--- src/rtl/sc_divider_array.sv ---
// sc_divider_array: multi-lane stochastic divider (JK or CORDIV), optional SC_DIV_WARMUP_EN ready flag
module sc_divider_array #(
  parameter int CHANNELS = 4,
  parameter int DEPTH = 8,
  parameter logic [7:0] SEED = 8'hA5
) (
  input  logic                clk,
  input  logic                rst,
  input  logic                en,
  input  logic                mode,
  input  logic [CHANNELS-1:0] a,
  input  logic [CHANNELS-1:0] b,
  output logic [CHANNELS-1:0] result,
  output logic                ready
);
  localparam int IW = $clog2(DEPTH);
  localparam logic [7:0] SEED_EFF = (SEED == 8'h00) ? 8'h01 : SEED;
  logic [7:0] lfsr;
  logic [IW-1:0] idx;
  assign idx = lfsr[IW-1:0];
  // shared history selector, advances on every enabled cycle in either mode
  always_ff @(posedge clk)
    if (rst) lfsr <= SEED_EFF;
    else if (en) lfsr <= {lfsr[6:0], lfsr[7] ^ lfsr[5] ^ lfsr[4] ^ lfsr[3]};
  for (genvar i = 0; i < CHANNELS; i++) begin : g_ch
    logic r;
    logic nxt;
    logic [DEPTH-1:0] hist;
    assign result[i] = r;
    // JK: set/reset/toggle/hold; CORDIV: pass a on b=1, else replay a random history bit
    always_comb nxt = mode ? (b[i] ? a[i] : hist[idx]) : (b[i] ? a[i] & ~r : a[i] | r);
    // lane state; history only shifts on CORDIV pushes
    always_ff @(posedge clk)
      if (rst) begin
        r <= 1'b0;
        hist <= '0;
      end else if (en) begin
        r <= nxt;
        if (mode && b[i]) hist <= {hist[DEPTH-2:0], a[i]};
      end
  end
`ifdef SC_DIV_WARMUP_EN
  localparam logic [IW:0] FULL = (IW+1)'(DEPTH);
  logic [IW:0] cnt;
  logic prev_mode;
  logic have_prev;
  // counts channel-0 pushes since the last mode change, saturating at DEPTH
  always_ff @(posedge clk)
    if (rst) begin
      cnt <= '0;
      prev_mode <= 1'b0;
      have_prev <= 1'b0;
    end else if (en) begin
      have_prev <= 1'b1;
      prev_mode <= mode;
      cnt <= (have_prev && mode != prev_mode) ? '0 : (mode && b[0] && cnt != FULL) ? cnt + 1'b1 : cnt;
    end
  assign ready = cnt == FULL;
`else
  assign ready = 1'b1;
`endif
endmodule

--- config.mk ---
export PLATFORM = sky130hd
export DESIGN_NAME = sc_divider_array
export DESIGN_NICKNAME = d
export VERILOG_FILES = /design/src/rtl/sc_divider_array.sv
export SDC_FILE = /design/constraint.sdc
export NUM_CORES = 1
export LEC_CHECK = 0
export CAP_MARGIN = 20
export CORE_ASPECT_RATIO = 0.6
export CORE_MARGIN = 8
export CORE_UTILIZATION = 50
export CTS_BUF_LIST = sky130_fd_sc_hd__clkbuf_8
export DETAILED_ROUTE_END_ITERATION = 7
export DONT_BUFFER_PORTS = 1
export GPL_ROUTABILITY_DRIVEN = 1
export MAX_ROUTING_LAYER = met4
export PLACE_DENSITY = 0.71
export SETUP_SLACK_MARGIN = 0.5
export SYNTH_ARGS = -nofsm -noshare
export SYNTH_HDL_FRONTEND = slang
export SYNTH_SLANG_ARGS = --single-unit
--- constraint.sdc ---
create_clock -name clk -period 2.24 [get_ports clk]
set_input_delay 0.448 -clock clk [delete_from_list [all_inputs] [get_ports clk]]
set_output_delay 0.448 -clock clk [all_outputs]
set_load 0.01 [all_outputs]
==> run summary, run 1 <==
## Flow run
• **maximum capacitance violations** 0

## Drt
• **number of vias per cell after detailed routing** 5.383
• **Routed Wire Length** 3533 um
• **number of DRC markers after the initial detailed-route iteration** 93
• **post-route ant nets** 0
• **1st-pass router iterations** 4
• **DR vias** 1335
• **drc violations** 0
• **mean routed wirelength per cell** 14.25 um

## Worst hold path
• **Hold Path Class** in -> reg

## Yosys
• **warnings from Yosys** 0
• **post-synthesis sequential area ratio** 43.30%
• **Post-Syn Area per Cell** 9.734 um^2
• **share of the synthesized area in the top cell type** 43.30%
• **combined area of all synthesized cells** 0.002034 mm^2
• **synth unique cells** 27
• **dominant combinational cell family by area after synthesis** multiplexers
• **cells after synthesis** 209
• **arithmetic-cell share of the synthesized area counting full adders, half adders and majority gates** 0%
• **Synth async-reset ratio** 0%
• **prevailing post-synth register cell** sky130_fd_sc_hd__dfxtp_1
• **area fraction in and, or, nand and nor cells after synthesis** 11.99%
• **cell types occupying the most area after synthesis** sky130_fd_sc_hd__dfxtp_1 (43%), sky130_fd_sc_hd__mux2i_1 (24%), sky130_fd_sc_hd__nor2_1 (7.7%), sky130_fd_sc_hd__mux4_2 (4.4%), sky130_fd_sc_hd__clkbuf_1 (2.0%)
• **net count after synthesis** 221
• **library cell with the largest summed area after synthesis** sky130_fd_sc_hd__dfxtp_1
• **Post-synth EDFFs** 0
• **XOR/XNOR Fraction of Synth Area** 1.292%
• **complex-gate fraction of the synthesized area** 7.565%
• **multiplexer fraction of the synthesized cell area** 28.54%
• **synthesized flop and latch total** 44

## Placement
• **global placer's final weighted congestion** 0.7263
• **dpl hpwl** 2354 um
• **number of instances in the placed design** 241
• **input/output buffers** 0

## Final layout
• **diode insertion count for antenna repair** 0
• **Filler Cells Inserted** 375
• **area added between synthesis and finish** 4.120%
• **Final #Nets** 210
• **Finished Layout Cells** 248
• **share of post-route cells with drive strength above 1** 6.566%
• **core occupancy in the finished layout** 52.84%

## Outcome
• **outcome** finished, final reports clean

## Timing
• **clock period minus final worst setup slack** 1.630 ns
• **fmax** 613.5 MHz
• **ratio of final minimum period to clock period** 72.77%
• **Fin. Hold Viols** 0
• **Final setup viols** 0
• **max-slew headroom at the worst pin** 65.90%
• **slew at the pin closest to its max-slew limit** 0.5101 ns
• **worst clock skew** 0.005773 ns
• **minimum hold slack** 0.2202 ns
• **pins over their slew limit** 0
• **setup repair after global routing missed its margin** no
• **setup TNS after final layout** 0 ns

## Floorplanning
• **number of placed I/O pins** 17
• **area enclosed by the die boundary** 0.006433 mm^2
• **horizontal die dimension** 98.35 um
• **area of the core** 0.004009 mm^2
• **cell row count** 18
• **Die Y** 65.41 um
• **starting density of the core** 50.75%

## Pwr
• **reported leakage power** 1.039 nW
• **VDD IR max** 0.0004488 V
• **total power after layout** 1.637 mW
• **power density cells** 773.0 mW/mm^2

## Setup path
• **crit path launch type** register
• **required arrival time at the worst endpoint** 2.47 ns
• **worst setup path class** reg -> reg
• **critical path endpoint category** register
• **largest fanout on the critical path** 12
• **Data arrival, critical path** 1.86 ns

## Global routing
• **antenna violations before repair** 0
• **via count of the first global-routing pass** 1278
• **first-pass GRT wire length** 6223 um
• **largest net degree at the start of global routing** 46
• **Overall Global Routing Usage** 12.55%
• **grt ovf** 0

## Clocking
• **hold buffers post-CTS** 0
• **clock transition at the registers of the reported paths** 0.08 ns
• **clk_lat worst skew** 0.29 ns
• **sink count of the clock tree** 44
• **buffer type at the clock tree root** sky130_fd_sc_hd__clkbuf_8
• **htree depth** 2
• **TritonCTS clock tree** built
• **cts bufs inserted** 5
• **number of resized instances in the post-cts repair step** 0
• **number of buffers on the longest clock path** 2
• **setup repair bufs after CTS** 0

## where the power goes
part	internal [mW]	switching [mW]
clock	0.439	0.257
combinational	0.0615	0.0472
sequential	0.802	0.0305
## cells in the final DEF (no fill, tap or decap)
master | Yosys | routed
sky130_fd_sc_hd__inv_1 | 8 | 8
sky130_fd_sc_hd__or2_2 | 1 | 1
sky130_fd_sc_hd__nand2_1 | 2 | 2
sky130_fd_sc_hd__clkbuf_8 | 0 | 5
sky130_fd_sc_hd__a2111oi_0 | 1 | 1
sky130_fd_sc_hd__nor2b_1 | 3 | 3
sky130_fd_sc_hd__a211o_1 | 2 | 2
sky130_fd_sc_hd__nand3_1 | 7 | 7
sky130_fd_sc_hd__o311ai_0 | 1 | 1
sky130_fd_sc_hd__nor2_1 | 42 | 42
sky130_fd_sc_hd__conb_1 | 1 | 1
sky130_fd_sc_hd__bufinv_16 | 0 | 2
sky130_fd_sc_hd__a311o_1 | 1 | 1
sky130_fd_sc_hd__dfxtp_1 | 44 | 44
sky130_fd_sc_hd__o211ai_1 | 1 | 1
sky130_fd_sc_hd__and3_1 | 3 | 3
sky130_fd_sc_hd__xnor2_1 | 3 | 3
sky130_fd_sc_hd__buf_4 | 5 | 1
sky130_fd_sc_hd__a21oi_1 | 4 | 4
sky130_fd_sc_hd__mux4_2 | 4 | 4
sky130_fd_sc_hd__o22ai_1 | 1 | 1
sky130_fd_sc_hd__o2111ai_1 | 3 | 3
sky130_fd_sc_hd__a32oi_1 | 1 | 1
sky130_fd_sc_hd__mux2i_1 | 49 | 49
sky130_fd_sc_hd__o21ai_0 | 8 | 8
## worst max-delay path, stage by stage, from the launching register on
cell,delay (ns)
sky130_fd_sc_hd__dfxtp_1,0.48
sky130_fd_sc_hd__buf_4,0.29
sky130_fd_sc_hd__mux2i_1,0.10
sky130_fd_sc_hd__mux4_2,0.47
sky130_fd_sc_hd__o2111ai_1,0.08
sky130_fd_sc_hd__and3_1,0.16
## worst paths after layout
check / startpoint / endpoint / slack [ns] / depth (start not counted)
setup / recovery: lfsr[0] / g_ch[1].r / 0.61 / 5
hold / removal: rst / g_ch[3].hist[2] / 0.22 / 1
setup reg to reg: lfsr[0] / g_ch[1].r / 0.61 / 5
hold reg to reg: lfsr[6] / lfsr[7] / 0.48 / 1
## sequential cells by signal (all words and copies together), names as in the netlist
name and flops:
lfsr 8, g_ch.hist 32, g_ch.r 4
## cell families after synthesis
family,count (synthesis)
xor gates and xnor gates,3
and+or+nand+nor,58
other,1
AOI/OAI and AO/OA,23
muxes,53
DFF,44
buffers and inverters,27
## through the flow
step / setup slack (ns) / cell area (um^2)
6_report: 0.6099 / 2118
5_1_grt: 0.5237 / 2118
4_1_cts: 0.5980 / 2118
3_5_place_dp: 0.6215 / 1989
3_3_place_gp: 0.6579 / 1989
2_1_floorplan: 0.8019 / 2034
## layout make-up
type / count / area (um^2) / share of cell area [%]
timing repair buffer: 1 / 7.507 / 0.3544
multi-input combinational: 138 / 1008 / 47.61
clock buffer: 5 / 68.82 / 3.249
sequential: 44 / 880.8 / 41.58
inverter: 8 / 30.03 / 1.418
clock inverter: 2 / 60.06 / 2.835
tap: 50 / 62.56 / 2.953
## metal layers
layer	vias up	global-route usage [%]	part of all wire, %
met2	14	16.86	38
met5	-	-	0
met3	2	6.428	5.6
met1	624	16.38	56
met4	0	2.277	0.34
li1	695	-	-
## cells in the mapped netlist, types with 2 or more instances
| cell | n |
|---|---|
| sky130_fd_sc_hd__xnor2_1 | 3 |
| sky130_fd_sc_hd__buf_4 | 5 |
| sky130_fd_sc_hd__mux2i_1 | 49 |
| sky130_fd_sc_hd__a211o_1 | 2 |
| sky130_fd_sc_hd__o2111ai_1 | 3 |
| sky130_fd_sc_hd__mux4_2 | 4 |
| sky130_fd_sc_hd__nor2_1 | 42 |
| sky130_fd_sc_hd__dfxtp_1 | 44 |
| sky130_fd_sc_hd__a21oi_1 | 4 |
| sky130_fd_sc_hd__nand2_1 | 2 |
| sky130_fd_sc_hd__nor2b_1 | 3 |
| sky130_fd_sc_hd__nand3_1 | 7 |
| sky130_fd_sc_hd__inv_1 | 8 |
| sky130_fd_sc_hd__clkbuf_1 | 11 |
| sky130_fd_sc_hd__and3_1 | 3 |
| sky130_fd_sc_hd__o21ai_0 | 8 |
No activity file was read; power rests on OpenSTA's default activity.
==> run 2: changes to the inputs <==
==> constraint.sdc (replaced) <==
create_clock -name clk -period 1.5 [get_ports clk]
set_input_delay 0.3 -clock clk [delete_from_list [all_inputs] [get_ports clk]]
set_output_delay 0.3 -clock clk [all_outputs]
set_load 0.01 [all_outputs]
==> run summary, run 2 (synthesis results as in run 1) <==
## Placement
• **pre-CTS setup slack** 0.1080 ns, -0.5135 ns
• **dpl hpwl** 2463 um, +4.7%
• **number of instances in the placed design** 245, +1.7%
• **placed instance area** 0.002082 mm^2, +4.7%
• **global placer's final weighted congestion** 0.7392, +1.8%
• **input/output buffers** 0, unchanged

## Final layout
• **biggest registers after layout** g_ch.hist: 32 flops, lfsr: 8 flops, g_ch.r: 4 flops
• **Largest register FFs** 32, unchanged
• **leading cell types in the layout, fill and taps excluded** sky130_fd_sc_hd__mux2i_1 (49), sky130_fd_sc_hd__nor2_1 (41), sky130_fd_sc_hd__dfxtp_1 (35)
• **commonest non-fill, non-tap cell in the layout** sky130_fd_sc_hd__mux2i_1
• **diode insertion count for antenna repair** 0, unchanged
• **Finished Layout Cells** 255, +2.8%
• **Final #Nets** 216, +2.9%
• **share of post-route cells with drive strength above 1** 19.02%, +12 points
• **summed area of non-filler cells in the final layout** 0.002250 mm^2, +6.2%
• **core occupancy in the finished layout** 56.12%, +3.3 points
• **area added between synthesis and finish** 10.58%
• **register bank with the most flops** g_ch.hist

## Clocking
• **buffer type at the clock tree root** sky130_fd_sc_hd__clkbuf_8
• **hold buffers post-CTS** 0, unchanged
• **clock transition at the registers of the reported paths** 0.08 ns, about the same
• **htree depth** 2, unchanged
• **sink count of the clock tree** 44, unchanged
• **number of buffers on the longest clock path** 2, unchanged
• **clk_lat worst skew** 0.30 ns, about the same
• **TritonCTS clock tree** built
• **cts bufs inserted** 5, unchanged

## Floorplanning
• **number of placed I/O pins** 17, unchanged
• **starting density of the core** 50.75%, unchanged
• **cell row count** 18, unchanged
• **area of the core** 0.004009 mm^2, unchanged
• **area enclosed by the die boundary** 0.006433 mm^2, unchanged
• **horizontal die dimension** 98.35 um, unchanged
• **Die Y** 65.41 um, unchanged

## Setup path
• **chain of cells forming the critical path** buf_12, mux2i_1, mux4_2, o2111ai_2, and3_1
• **reg2reg setup slack** 0.12 ns, -0.49 ns
• **worst setup path class** reg -> reg
• **crit path launch type** register
• **Data arrival, critical path** 1.62 ns, -0.24 ns
• **critical path endpoint category** register
• **Critical path buffers and inverters** 1, unchanged
• **slowest cell on the critical path** sky130_fd_sc_hd__mux4_2
• **largest fanout on the critical path** 10, -2
• **stage delay of the slowest cell on the critical path** 0.48 ns, about the same
• **cell family with most CP delay** multiplexers
• **required arrival time at the worst endpoint** 1.75 ns, -0.72 ns

## Global routing
• **Overall Global Routing Usage** 12.95%, +0.39 points
• **via count of the first global-routing pass** 1290, +0.94%
• **first-pass GRT wire length** 6341 um, +1.9%
• **antenna violations before repair** 0, unchanged
• **grt ovf** 0, unchanged
• **largest net degree at the start of global routing** 46, unchanged

## Drt
• **post-route ant nets** 0, unchanged
• **number of vias per cell after detailed routing** 5.447, +1.2%
• **DR vias** 1389, +4.0%
• **Routed Wire Length** 3714 um, +5.1%
• **1st-pass router iterations** 4, unchanged
• **drc violations** 0, unchanged
• **number of DRC markers after the initial detailed-route iteration** 52, -44%
• **mean routed wirelength per cell** 14.56 um, +2.2%

## Pwr
• **total power after layout** 2.227 mW, +36%
• **VDD IR max** 0.0007442 V, +66%
• **power density cells** 990.0 mW/mm^2, +28%
• **reported leakage power** 1.084 nW, +4.3%

## Timing
• **pins over their slew limit** 0, unchanged
• **clock period minus final worst setup slack** 1.377 ns, -0.2529 ns
• **setup TNS after final layout** 0 ns, unchanged
• **fin worst setup slack** 0.1228 ns, -0.4871 ns
• **fmax** 726.1 MHz, +18%
• **minimum hold slack** 0.05640 ns, -0.1638 ns
• **Fin. Hold Viols** 0, unchanged
• **Final setup viols** 0, unchanged
• **setup repair after global routing missed its margin** yes
• **worst clock skew** 0.005979 ns, +0.0002066 ns
• **ratio of final minimum period to clock period** 91.81%, +19 points

## Flow run
• **maximum capacitance violations** 0, unchanged

## Worst hold path
• **Hold Path Class** in -> reg

## Outcome
• **outcome** finished, final reports clean

[run 2: cell count changes in the layout (fill, tap and decap cells not counted), moves of 3 or more]
cell                        previous run  this run
sky130_fd_sc_hd__o2111ai_2             0         3
sky130_fd_sc_hd__nand3_4               0         4
sky130_fd_sc_hd__nand3_1               7         3
sky130_fd_sc_hd__o2111ai_1             3         0
sky130_fd_sc_hd__buf_4                 1         5
sky130_fd_sc_hd__dfxtp_2               0         7
sky130_fd_sc_hd__dfxtp_1              44        35
[run 2: what timing repair did]
item                                    CTS  global route
resized for setup                        15             5
endpoints found under the setup margin    9             9
endpoints found under the hold margin     0             0
setup buffers                             2             0
pin swaps                                 7             3
[run 2: area by class of cell]
class | instances | area, um^2
Timing Repair Buffer | 7 | 68.82
Inverter | 8 | 30.03
Clock inverter | 2 | 10.01
Clock buffer | 6 | 82.58
Sequential cell | 44 | 897.1
Tap cell | 50 | 62.56
Multi-Input combinational cell | 138 | 1099
Fill cell | 355 | 1759
[run 2: final timing paths]
kind            from        end  depth (start not counted)
max          lfsr[0]  g_ch[2].r                          5
min              rst    lfsr[1]                          1
max reg2reg  lfsr[0]  g_ch[2].r                          5
min reg2reg  lfsr[6]    lfsr[7]                          1
[run 2: report_power, final]
group	switching (mW)	leakage (nW)	internal (mW)
registers	0.0353	0.359	1.20
logic	0.0931	0.674	0.130
clock network	0.400	0.0510	0.368
total	0.528	1.08	1.70
[run 2: layer usage]
layer	vias up	share of wire (%)	GRT usage, %
li1	707	-	-
met1	647	51	16.35
met2	26	42	17.71
met3	9	5.5	4.320
met4	0	2.0	7.400
met5	-	0	-
==> run 3: changes to the inputs <==
--- a/config.mk
+++ b/config.mk
@@ -10,6 +10,7 @@
 export CORE_MARGIN = 8
 export CORE_UTILIZATION = 50
 export CTS_BUF_LIST = sky130_fd_sc_hd__clkbuf_8
+export CTS_CLUSTER_DIAMETER = 40
 export DETAILED_ROUTE_END_ITERATION = 7
 export DONT_BUFFER_PORTS = 1
 export GPL_ROUTABILITY_DRIVEN = 1
==> results of run 3 <==
No change in the layout: final DEF, timing and power equal those of run 2.
